==> src/rtl/atr_run_ctrl.sv <==
// atr_run_ctrl: produces the rx/tx run levels for the GPIO ATR stage.
// Each direction gets a turn-on delay that also filters short glitches, a
// turn-off hold, a software force, and optional RX blanking while TX runs.
module atr_run_ctrl #(
    parameter logic [7:0]  BASE           = 8'd0,
    parameter int          CNT_WIDTH      = 16,
    parameter logic [31:0] DEFAULT_TX_DLY = 32'd0,
    parameter logic [31:0] DEFAULT_RX_DLY = 32'd0,
    parameter logic [31:0] DEFAULT_CTRL   = 32'd0
) (
    input  logic        clk,
    input  logic        reset,
    input  logic        set_stb,
    input  logic [7:0]  set_addr,
    input  logic [31:0] set_data,
    input  logic        tx_active,
    input  logic        rx_active,
    output logic        run_tx,
    output logic        run_rx,
    output logic [7:0]  status
);

    typedef enum logic [1:0] {
        ST_OFF      = 2'd0,
        ST_ON_WAIT  = 2'd1,
        ST_ON       = 2'd2,
        ST_OFF_WAIT = 2'd3
    } state_t;

    localparam logic [7:0] ADDR_TX   = BASE;
    localparam logic [7:0] ADDR_RX   = BASE + 8'd1;
    localparam logic [7:0] ADDR_CTRL = BASE + 8'd2;
    localparam logic [CNT_WIDTH-1:0] CNT_ONE = {{(CNT_WIDTH-1){1'b0}}, 1'b1};

    // Index 0 is the TX direction, index 1 is RX.
    logic [CNT_WIDTH-1:0] on_dly_q  [2];
    logic [CNT_WIDTH-1:0] on_dly_d  [2];
    logic [CNT_WIDTH-1:0] off_dly_q [2];
    logic [CNT_WIDTH-1:0] off_dly_d [2];
    logic [2:0]           ctrl_q, ctrl_d;   // {hdx_blank, force_rx, force_tx}
    logic [1:0]           act_q, act_d;
    state_t               state_q [2];
    state_t               state_d [2];
    logic [CNT_WIDTH-1:0] cnt_q [2];
    logic [CNT_WIDTH-1:0] cnt_d [2];
    logic [1:0]           run_int;
    logic                 run_tx_q, run_tx_d;
    logic                 run_rx_q, run_rx_d;

    // Settings-bus decode: a matching strobe replaces the register next cycle.
    always_comb begin
        on_dly_d  = on_dly_q;
        off_dly_d = off_dly_q;
        ctrl_d    = ctrl_q;
        if (set_stb) begin
            if (set_addr == ADDR_TX) begin
                on_dly_d[0]  = set_data[CNT_WIDTH-1:0];
                off_dly_d[0] = set_data[16 +: CNT_WIDTH];
            end
            if (set_addr == ADDR_RX) begin
                on_dly_d[1]  = set_data[CNT_WIDTH-1:0];
                off_dly_d[1] = set_data[16 +: CNT_WIDTH];
            end
            if (set_addr == ADDR_CTRL) begin
                ctrl_d = set_data[2:0];
            end
        end
    end

    // Per-direction run FSM; delays are only sampled when the counter loads,
    // so a register write never disturbs a count already in flight.
    always_comb begin
        act_d = {rx_active, tx_active};
        for (int i = 0; i < 2; i++) begin
            state_d[i] = state_q[i];
            cnt_d[i]   = cnt_q[i];
            run_int[i] = (state_q[i] == ST_ON) || (state_q[i] == ST_OFF_WAIT);
            case (state_q[i])
                ST_OFF: begin
                    if (act_q[i]) begin
                        if (on_dly_q[i] == '0) begin
                            state_d[i] = ST_ON;
                        end else begin
                            state_d[i] = ST_ON_WAIT;
                            cnt_d[i]   = on_dly_q[i];
                        end
                    end
                end
                ST_ON_WAIT: begin
                    if (!act_q[i]) begin
                        state_d[i] = ST_OFF;
                    end else begin
                        cnt_d[i] = cnt_q[i] - CNT_ONE;
                        if (cnt_q[i] == CNT_ONE) state_d[i] = ST_ON;
                    end
                end
                ST_ON: begin
                    if (!act_q[i]) begin
                        if (off_dly_q[i] == '0) begin
                            state_d[i] = ST_OFF;
                        end else begin
                            state_d[i] = ST_OFF_WAIT;
                            cnt_d[i]   = off_dly_q[i];
                        end
                    end
                end
                ST_OFF_WAIT: begin
                    if (act_q[i]) begin
                        state_d[i] = ST_ON;
                    end else begin
                        cnt_d[i] = cnt_q[i] - CNT_ONE;
                        if (cnt_q[i] == CNT_ONE) state_d[i] = ST_OFF;
                    end
                end
                default: state_d[i] = ST_OFF;
            endcase
        end
    end

    // Output combine: force wins over half-duplex blanking.
    always_comb begin
        run_tx_d = run_int[0] | ctrl_q[0];
        run_rx_d = (run_int[1] & ~(ctrl_q[2] & run_int[0])) | ctrl_q[1];
    end

    // State registers with synchronous reset back to defaults.
    always_ff @(posedge clk) begin
        if (reset) begin
            on_dly_q[0]  <= DEFAULT_TX_DLY[CNT_WIDTH-1:0];
            off_dly_q[0] <= DEFAULT_TX_DLY[16 +: CNT_WIDTH];
            on_dly_q[1]  <= DEFAULT_RX_DLY[CNT_WIDTH-1:0];
            off_dly_q[1] <= DEFAULT_RX_DLY[16 +: CNT_WIDTH];
            ctrl_q       <= DEFAULT_CTRL[2:0];
            act_q        <= 2'b00;
            for (int i = 0; i < 2; i++) begin
                state_q[i] <= ST_OFF;
                cnt_q[i]   <= '0;
            end
            run_tx_q     <= 1'b0;
            run_rx_q     <= 1'b0;
        end else begin
            on_dly_q  <= on_dly_d;
            off_dly_q <= off_dly_d;
            ctrl_q    <= ctrl_d;
            act_q     <= act_d;
            for (int i = 0; i < 2; i++) begin
                state_q[i] <= state_d[i];
                cnt_q[i]   <= cnt_d[i];
            end
            run_tx_q  <= run_tx_d;
            run_rx_q  <= run_rx_d;
        end
    end

    assign run_tx = run_tx_q;
    assign run_rx = run_rx_q;
    assign status = {run_rx_q, run_tx_q, state_q[1], 2'b00, state_q[0]};

endmodule

==> config.mk <==
export PLATFORM = sky130hd
export DESIGN_NAME = atr_run_ctrl
export DESIGN_NICKNAME = d
export VERILOG_FILES = /design/src/rtl/atr_run_ctrl.sv
export SDC_FILE = /design/constraint.sdc
export NUM_CORES = 1
export LEC_CHECK = 0
export CAP_MARGIN = 20
export CELL_PAD_IN_SITES_DETAIL_PLACEMENT = 0
export CELL_PAD_IN_SITES_GLOBAL_PLACEMENT = 2
export CORE_ASPECT_RATIO = 0.9
export CORE_MARGIN = 8
export CORE_UTILIZATION = 31
export DETAILED_ROUTE_END_ITERATION = 12
export HOLD_SLACK_MARGIN = 0.03
export PLACE_DENSITY = 0.87
export SLEW_MARGIN = 20
export SYNTH_ARGS = -nofsm -noshare
export SYNTH_HDL_FRONTEND = slang
export SYNTH_SLANG_ARGS = --single-unit
export TNS_END_PERCENT = 20
==> constraint.sdc <==
create_clock -name clk -period 1.8 [get_ports clk]
set_clock_uncertainty 0.05 [all_clocks]
set_input_delay 0.36 -clock clk [delete_from_list [all_inputs] [get_ports clk]]
set_output_delay 0.36 -clock clk [all_outputs]
set_load 0.02 [all_outputs]
==> results of run 1 <==
-- through the flow --
| stage | instances | instance area (sq um) |
|---|---|---|
| 6_report | 1009 | 7900 |
| 5_1_grt | 1009 | 7900 |
| 4_1_cts | 1006 | 7670 |
| 3_5_place_dp | 986 | 7080 |
| 3_3_place_gp | 986 | 7080 |
| 2_1_floorplan | 632 | 5400 |
-- what timing repair did --
| item | CTS | global route |
|---|---|---|
| cloned | 3 | 1 |
| endpoints found under the hold margin | 0 | 0 |
| hold buffers | 0 | 0 |
| setup buffers | 2 | 2 |
| pin swaps | 17 | 21 |
| resized for setup | 58 | 43 |
| endpoints found under the setup margin | 105 | 67 |
-- final timing paths --
path | from | slack (ps) | end | cells after the start
max reg2reg | cnt_q[0][7]$_SDFFE_PP0P_ | -220 | cnt_q[0][14]$_SDFFE_PP0P_ | 4
max | cnt_q[0][7]$_SDFFE_PP0P_ | -220 | cnt_q[0][14]$_SDFFE_PP0P_ | 4
min | reset | 280 | state_q[0][1]$_SDFFE_PP0P_ | 2
min reg2reg | cnt_q[0][17]$_SDFFE_PP0P_ | 430 | cnt_q[0][17]$_SDFFE_PP0P_ | 2
-- state kept, by name, summed over array words and instances (netlist names) --
register,flops
act_q,2
cnt_q,32
ctrl_q,3
off_dly_q,32
on_dly_q,32
run_rx,1
run_tx,1
state_q,4
-- synth_stat cells (3+ instances only) --
library cell,number,area [sq um]
ha_1,8,100
nor4_1,19,119
o22ai_1,3,18.8
o41ai_1,5,43.8
nor2_1,58,218
a211oi_1,4,30.0
buf_4,4,30.0
nor2b_1,10,62.6
nand4_1,5,31.3
nand3_1,15,75.1
or3_1,3,18.8
nor3b_1,3,22.5
mux2i_1,53,531
a221o_1,3,30.0
or3b_2,3,26.3
a21oi_1,56,280
clkbuf_1,28,105
nand2b_1,4,25.0
xor2_1,5,43.8
xnor2_1,4,35.0
o21ai_0,16,80.1
nand2_1,92,345
nor3_1,8,40.0
a32o_1,13,130
buf_2,9,45.0
a221oi_1,10,87.6
dfxtp_1,107,2140
or4_1,5,37.5
a211o_1,7,61.3
inv_1,19,71.3
-- kinds of logic after synthesis --
group                      after synthesis  share of synthesized area [%]
and+or+nand+nor                        245                           22.7
AOI/OAI and AO/OA                      143                           18.4
DFF                                    107                           40.1
buffers and inverters                   64                           5.31
muxes                                   54                           10.1
xor gates and xnor gates                 9                           1.47
adders and majority gates                8                           1.87
other                                    1                         0.0701
-- routing by layer --
metal,up-vias,GRT usage (%),routed length [um]
met3,23,3.39,927
met5,-,0,0
li1,2598,-,-
met4,0,4.69,294
met2,138,24.9,7810
met1,2572,22.8,8750
-- worst register-to-register path, cell delays in order (launching register included) --
cell and delay, ps:
dfxtp_1 310, or4_4 590, or3_4 360, or3b_1 360, a32o_1 250
-- cell type report --
class                      count  area (sq um)
tap                          211           264
timing repair buffer         195          1760
fill                        1651          8990
clock inverter                 4          31.3
multi-input combinational    461          3350
sequential                   107          2160
clock buffer                  12           267
inverter                      19          71.3
-- cells in the final DEF (no fill, tap or decap), drive strengths merged, types with 18 or more instances in the layout --
cell / count
buf: 143
dfxtp: 107
nand2: 92
nor2: 58
a21oi: 56
mux2i: 53
clkdlybuf4s50: 44
nor4: 21
inv: 20
o21ai: 18
-- where the power goes --
part | internal (uW) | switching (uW)
sequential | 2460 | 104
combinational | 1690 | 1790
clock | 1060 | 941
==> impl_metrics.yaml, run 1 <==
pwr:
  cellPowerDensity_nw_per_um2: 1020
  vdd_drop_max_mv: 0.476
  p_leak_uw: 0.00304
  report.power.total_uw: 8040
timing:
  drv_slew: 0
  holdWs_ps: 281
  final.setup.tns_ps: -1860
  relSlewSlack_pct: 64.6
  setup_ws_ps: -221
  hold_violations: 0
  fin_crit_ps: 2020
  rsz0062_at_grt: "true"
  fmax_mhz: 495
  worstMarginPinSlew_ps: 530
  final-setup-viol-count: 33
  timing.final.crit_share_pct: 112
setup_path:
  worstPathRequired_ps: 2000
  cp_slowest_cell: "or4_4"
  path_cells: "or4_4 -> or3_4 -> or3b_1 -> a32o_1"
  start_kind: "flip-flop"
  cpLargestDelayFamily: "simple AND/OR/NAND/NOR gates"
  crit_path_max_fanout: 4
  end_kind: "flip-flop"
  cp_num_buf_inv: 0
  slowest_delay_ps: 590
  worstSetupPathType: "reg -> reg"
  arrival_ps: 2230
outcome:
  violations: "setup timing"
  status: "complete, but fails checks"
die:
  core_area_sq_um: 16900
  die_h_um: 141
  start_util_pct: 31.7
  ios: 55
  die_area_sq_um: 21700
  dieWidth_um: 154
  num_rows: 45
placed_design:
  gp_routability_congestion: 0.878
  dp_slack_ps: -513
  io_buffers: 52
  dpl.hpwl_um: 13000
final_layout:
  drive_gt1_share_pct: 30.6
  final_core_util_pct: 46.8
  insertedDiodeCount: 0
  fin_nets: 846
  area_delta_synth_final_pct: 47.8
clock_tree:
  cts_buffers: 9
  clk_latency_ps: 360
  cts_tree: "built"
  cts_sinks: 107
  htree_num_levels: 3
  clock_path_buffers: 2
  clk_pin_slew_worst_paths_ps: 80
  cts-root-buf: "clkbuf_16"
flow_run:
  maxCapViolCount: 0
grt:
  grt_usage_pct: 16.3
  grt.overflow.total: 0
  grt_antenna_before_repair: 0
  grt_pass1_wl_um: 28300
  grt_max_degree: 52
  grt_pass1_vias: 5365
routing:
  routed_wl_um: 17800
  drt_iter0_markers: 396
  final_antenna_net_count: 0
  first_pass_iters: 5
  routedWlPerCell_um: 17.6
  viasPerCell: 5.28
  drc: 0
  num_vias: 5331
logic_synthesis:
  ys_types: 66
  ys_warn_count: 0
  synth_flop_cell: "dfxtp_1"
  syn_area_sq_um: 5350
  avgSynthCellArea_sq_um: 8.47
  synth_seq_area_share_pct: 40.1
  ys_seq_elements: 107
  syn_inst: 631
  synth_edf_count: 0
  async_flop_share_pct: 0
hold_path:
  hp-class: "in -> reg"
No activity file was read; power rests on OpenSTA's default activity.
==> run 2: changes to the inputs <==
CTS_CLUSTER_DIAMETER = 200   (was unset)
HOLD_SLACK_MARGIN = unset   (was 0.03)
SETUP_SLACK_MARGIN = 0.2   (was unset)
==> impl_metrics.yaml, run 2 (synthesis gave the netlist of run 1 again) <==
clock_tree:
  cts_hold_buf: 0
  cts_buffers: 9
  clk_latency_ps: 360
  cts_tree: "built"
  htree_num_levels: 3
  cts-root-buf: "clkbuf_16"
  cts_sinks: 107
  clock_path_buffers: 2
  clk_pin_slew_worst_paths_ps: 70
placed_design:
  io_buffers: 52
  gp_routability_congestion: 0.852
  dpl.hpwl_um: 13000
pwr:
  clkPwrFrac_pct: 26.6
  p_leak_uw: 0.00311
  combPwrFrac_pct: 42.4
  vdd_drop_max_mv: 0.478
  p_int_uw: 5500
  cellPowerDensity_nw_per_um2: 1030
  p_switching_uw: 2810
  netSwitchingFraction_pct: 33.8
  power_frac_seq_pct: 31.0
setup_path:
  worstPathRequired_ps: 2000
  crit_path_end: "cnt_q[0][14]$_SDFFE_PP0P_"
  startpoint: "cnt_q[0][9]$_SDFFE_PP0P_"
  worstRegToRegCells: 4
  r2r_end: "cnt_q[0][14]$_SDFFE_PP0P_"
  cp_slowest_cell: "or4_4"
  rrSetupSlack_ps: -180
  cpLargestDelayFamily: "simple AND/OR/NAND/NOR gates"
  arrival_ps: 2180
  worstSetupPathType: "reg -> reg"
  crit_path_max_fanout: 3
  path_cells: "or4_4 -> or3_4 -> or3b_1 -> a32o_1"
  end_kind: "flip-flop"
  cp_num_buf_inv: 0
  slowest_delay_ps: 550
  reg2reg_from: "cnt_q[0][9]$_SDFFE_PP0P_"
  critical_path_depth: 4
  start_kind: "flip-flop"
grt:
  grt_antenna_before_repair: 0
  grt.overflow.total: 0
  grt_max_degree: 53
  grt_pass1_wl_um: 28200
  grt_usage_pct: 16.2
  grt_pass1_vias: 5366
hold_path:
  hp-class: "in -> reg"
  hp-start: "reset"
  hold_depth: 2
outcome:
  violations: "setup timing"
  status: "complete, but fails checks"
timing:
  holdWs_ps: 255
  timing.final.crit_share_pct: 110
  drv_slew: 0
  hold_violations: 0
  fin_crit_ps: 1980
  fmax_mhz: 505
  setup_ws_ps: -179
  final-setup-viol-count: 27
  rsz0062_at_grt: "true"
die:
  num_rows: 45
  die_area_sq_um: 21700
  core_area_sq_um: 16900
  start_util_pct: 31.7
  dieWidth_um: 154
  ios: 55
  die_h_um: 141
routing:
  drt_iter0_markers: 359
  drc: 0
  num_vias: 5359
  routed_wl_um: 17700
  routedWlPerCell_um: 17.5
  final_antenna_net_count: 0
  first_pass_iters: 5
  viasPerCell: 5.28
final_layout:
  area_delta_synth_final_pct: 50.3
  fin_nets: 852
  multi_input_area_sq_um: 3450
  reg_top3: "cnt_q x32, off_dly_q x32, on_dly_q x32"
  layout_common_cells: "134 x buf_4, 92 x dfxtp_1, 81 x nand2_1"
  insertedDiodeCount: 0
  area.sequential_sq_um: 2170
  drive_gt1_share_pct: 34.6
  final_core_util_pct: 47.6
  fillers: 1618
  layout_commonest_cell: "buf_4"
flow_run:
  maxCapViolCount: 0
[run 2: changes by cell type in the layout (fill, tap and decap cells not counted), sizes merged, moves of 2 or more]
cell	delta
clkdlybuf4s50	-9
bufinv	+2
clkinvlp	-2
dlygate4sd2	+5
buf	+9
[run 2: final cells by class]
| class | count | area share [%] |
|---|---|---|
| sequential | 107 | 27.0 |
| clock buffer | 12 | 3.19 |
| timing repair buffer | 201 | 21.7 |
| inverter | 19 | 0.918 |
| tap | 211 | 3.28 |
| multi-input combinational | 461 | 43.0 |
| clock inverter | 4 | 0.903 |
[run 2: worst min path at each step]
stage                                             to
after CTS                 state_q[0][1]$_SDFFE_PP0P_
after floorplan                    run_rx$_SDFF_PP0_
final                     state_q[0][1]$_SDFFE_PP0P_
after global placement             run_tx$_SDFF_PP0_
after detailed placement           run_rx$_SDFF_PP0_
after global routing             act_q[0]$_SDFF_PP0_
[run 2: stage by stage]
step / instance area (sq um) / power (uW) / std cells / setup TNS [ps] / worst slack, ps
2_1_floorplan: 5610 / 4620 / 632 / -523 / -150
4_1_cts: 7870 / 8180 / 1015 / -2230 / -180
6_report: 8040 / 8300 / 1015 / -2840 / -179
5_1_grt: 8040 / 8720 / 1015 / -5410 / -259
3_5_place_dp: 7230 / 5730 / 986 / -36390 / -498
3_3_place_gp: 7230 / 5690 / 986 / -34070 / -468
[run 2: power by group through the flow]
stage | Sequential, uW | Combinational (uW) | Clock, uW
after floorplan | 2680 | 1940 | 0
after global placement | 2610 | 3080 | 0
after detailed placement | 2620 | 3110 | 0
after CTS | 2580 | 3370 | 2230
after global routing | 2590 | 3800 | 2340
final | 2580 | 3520 | 2210
[run 2: layer usage]
metal | vias up | share of wire, % | global-route usage [%]
met3 | 21 | 4.7 | 3.70
li1 | 2615 | - | -
met4 | 0 | 1.4 | 4.53
met2 | 144 | 46 | 25.8
met1 | 2579 | 48 | 21.6
met5 | - | 0 | 0
[run 2: timing repair]
action / in CTS / in global routing
setup endpoints to repair: 111 / 84
pin swaps: 59 / 30
gates cloned: 1 / 0
setup buffers: 12 / 0
resized for setup: 78 / 43
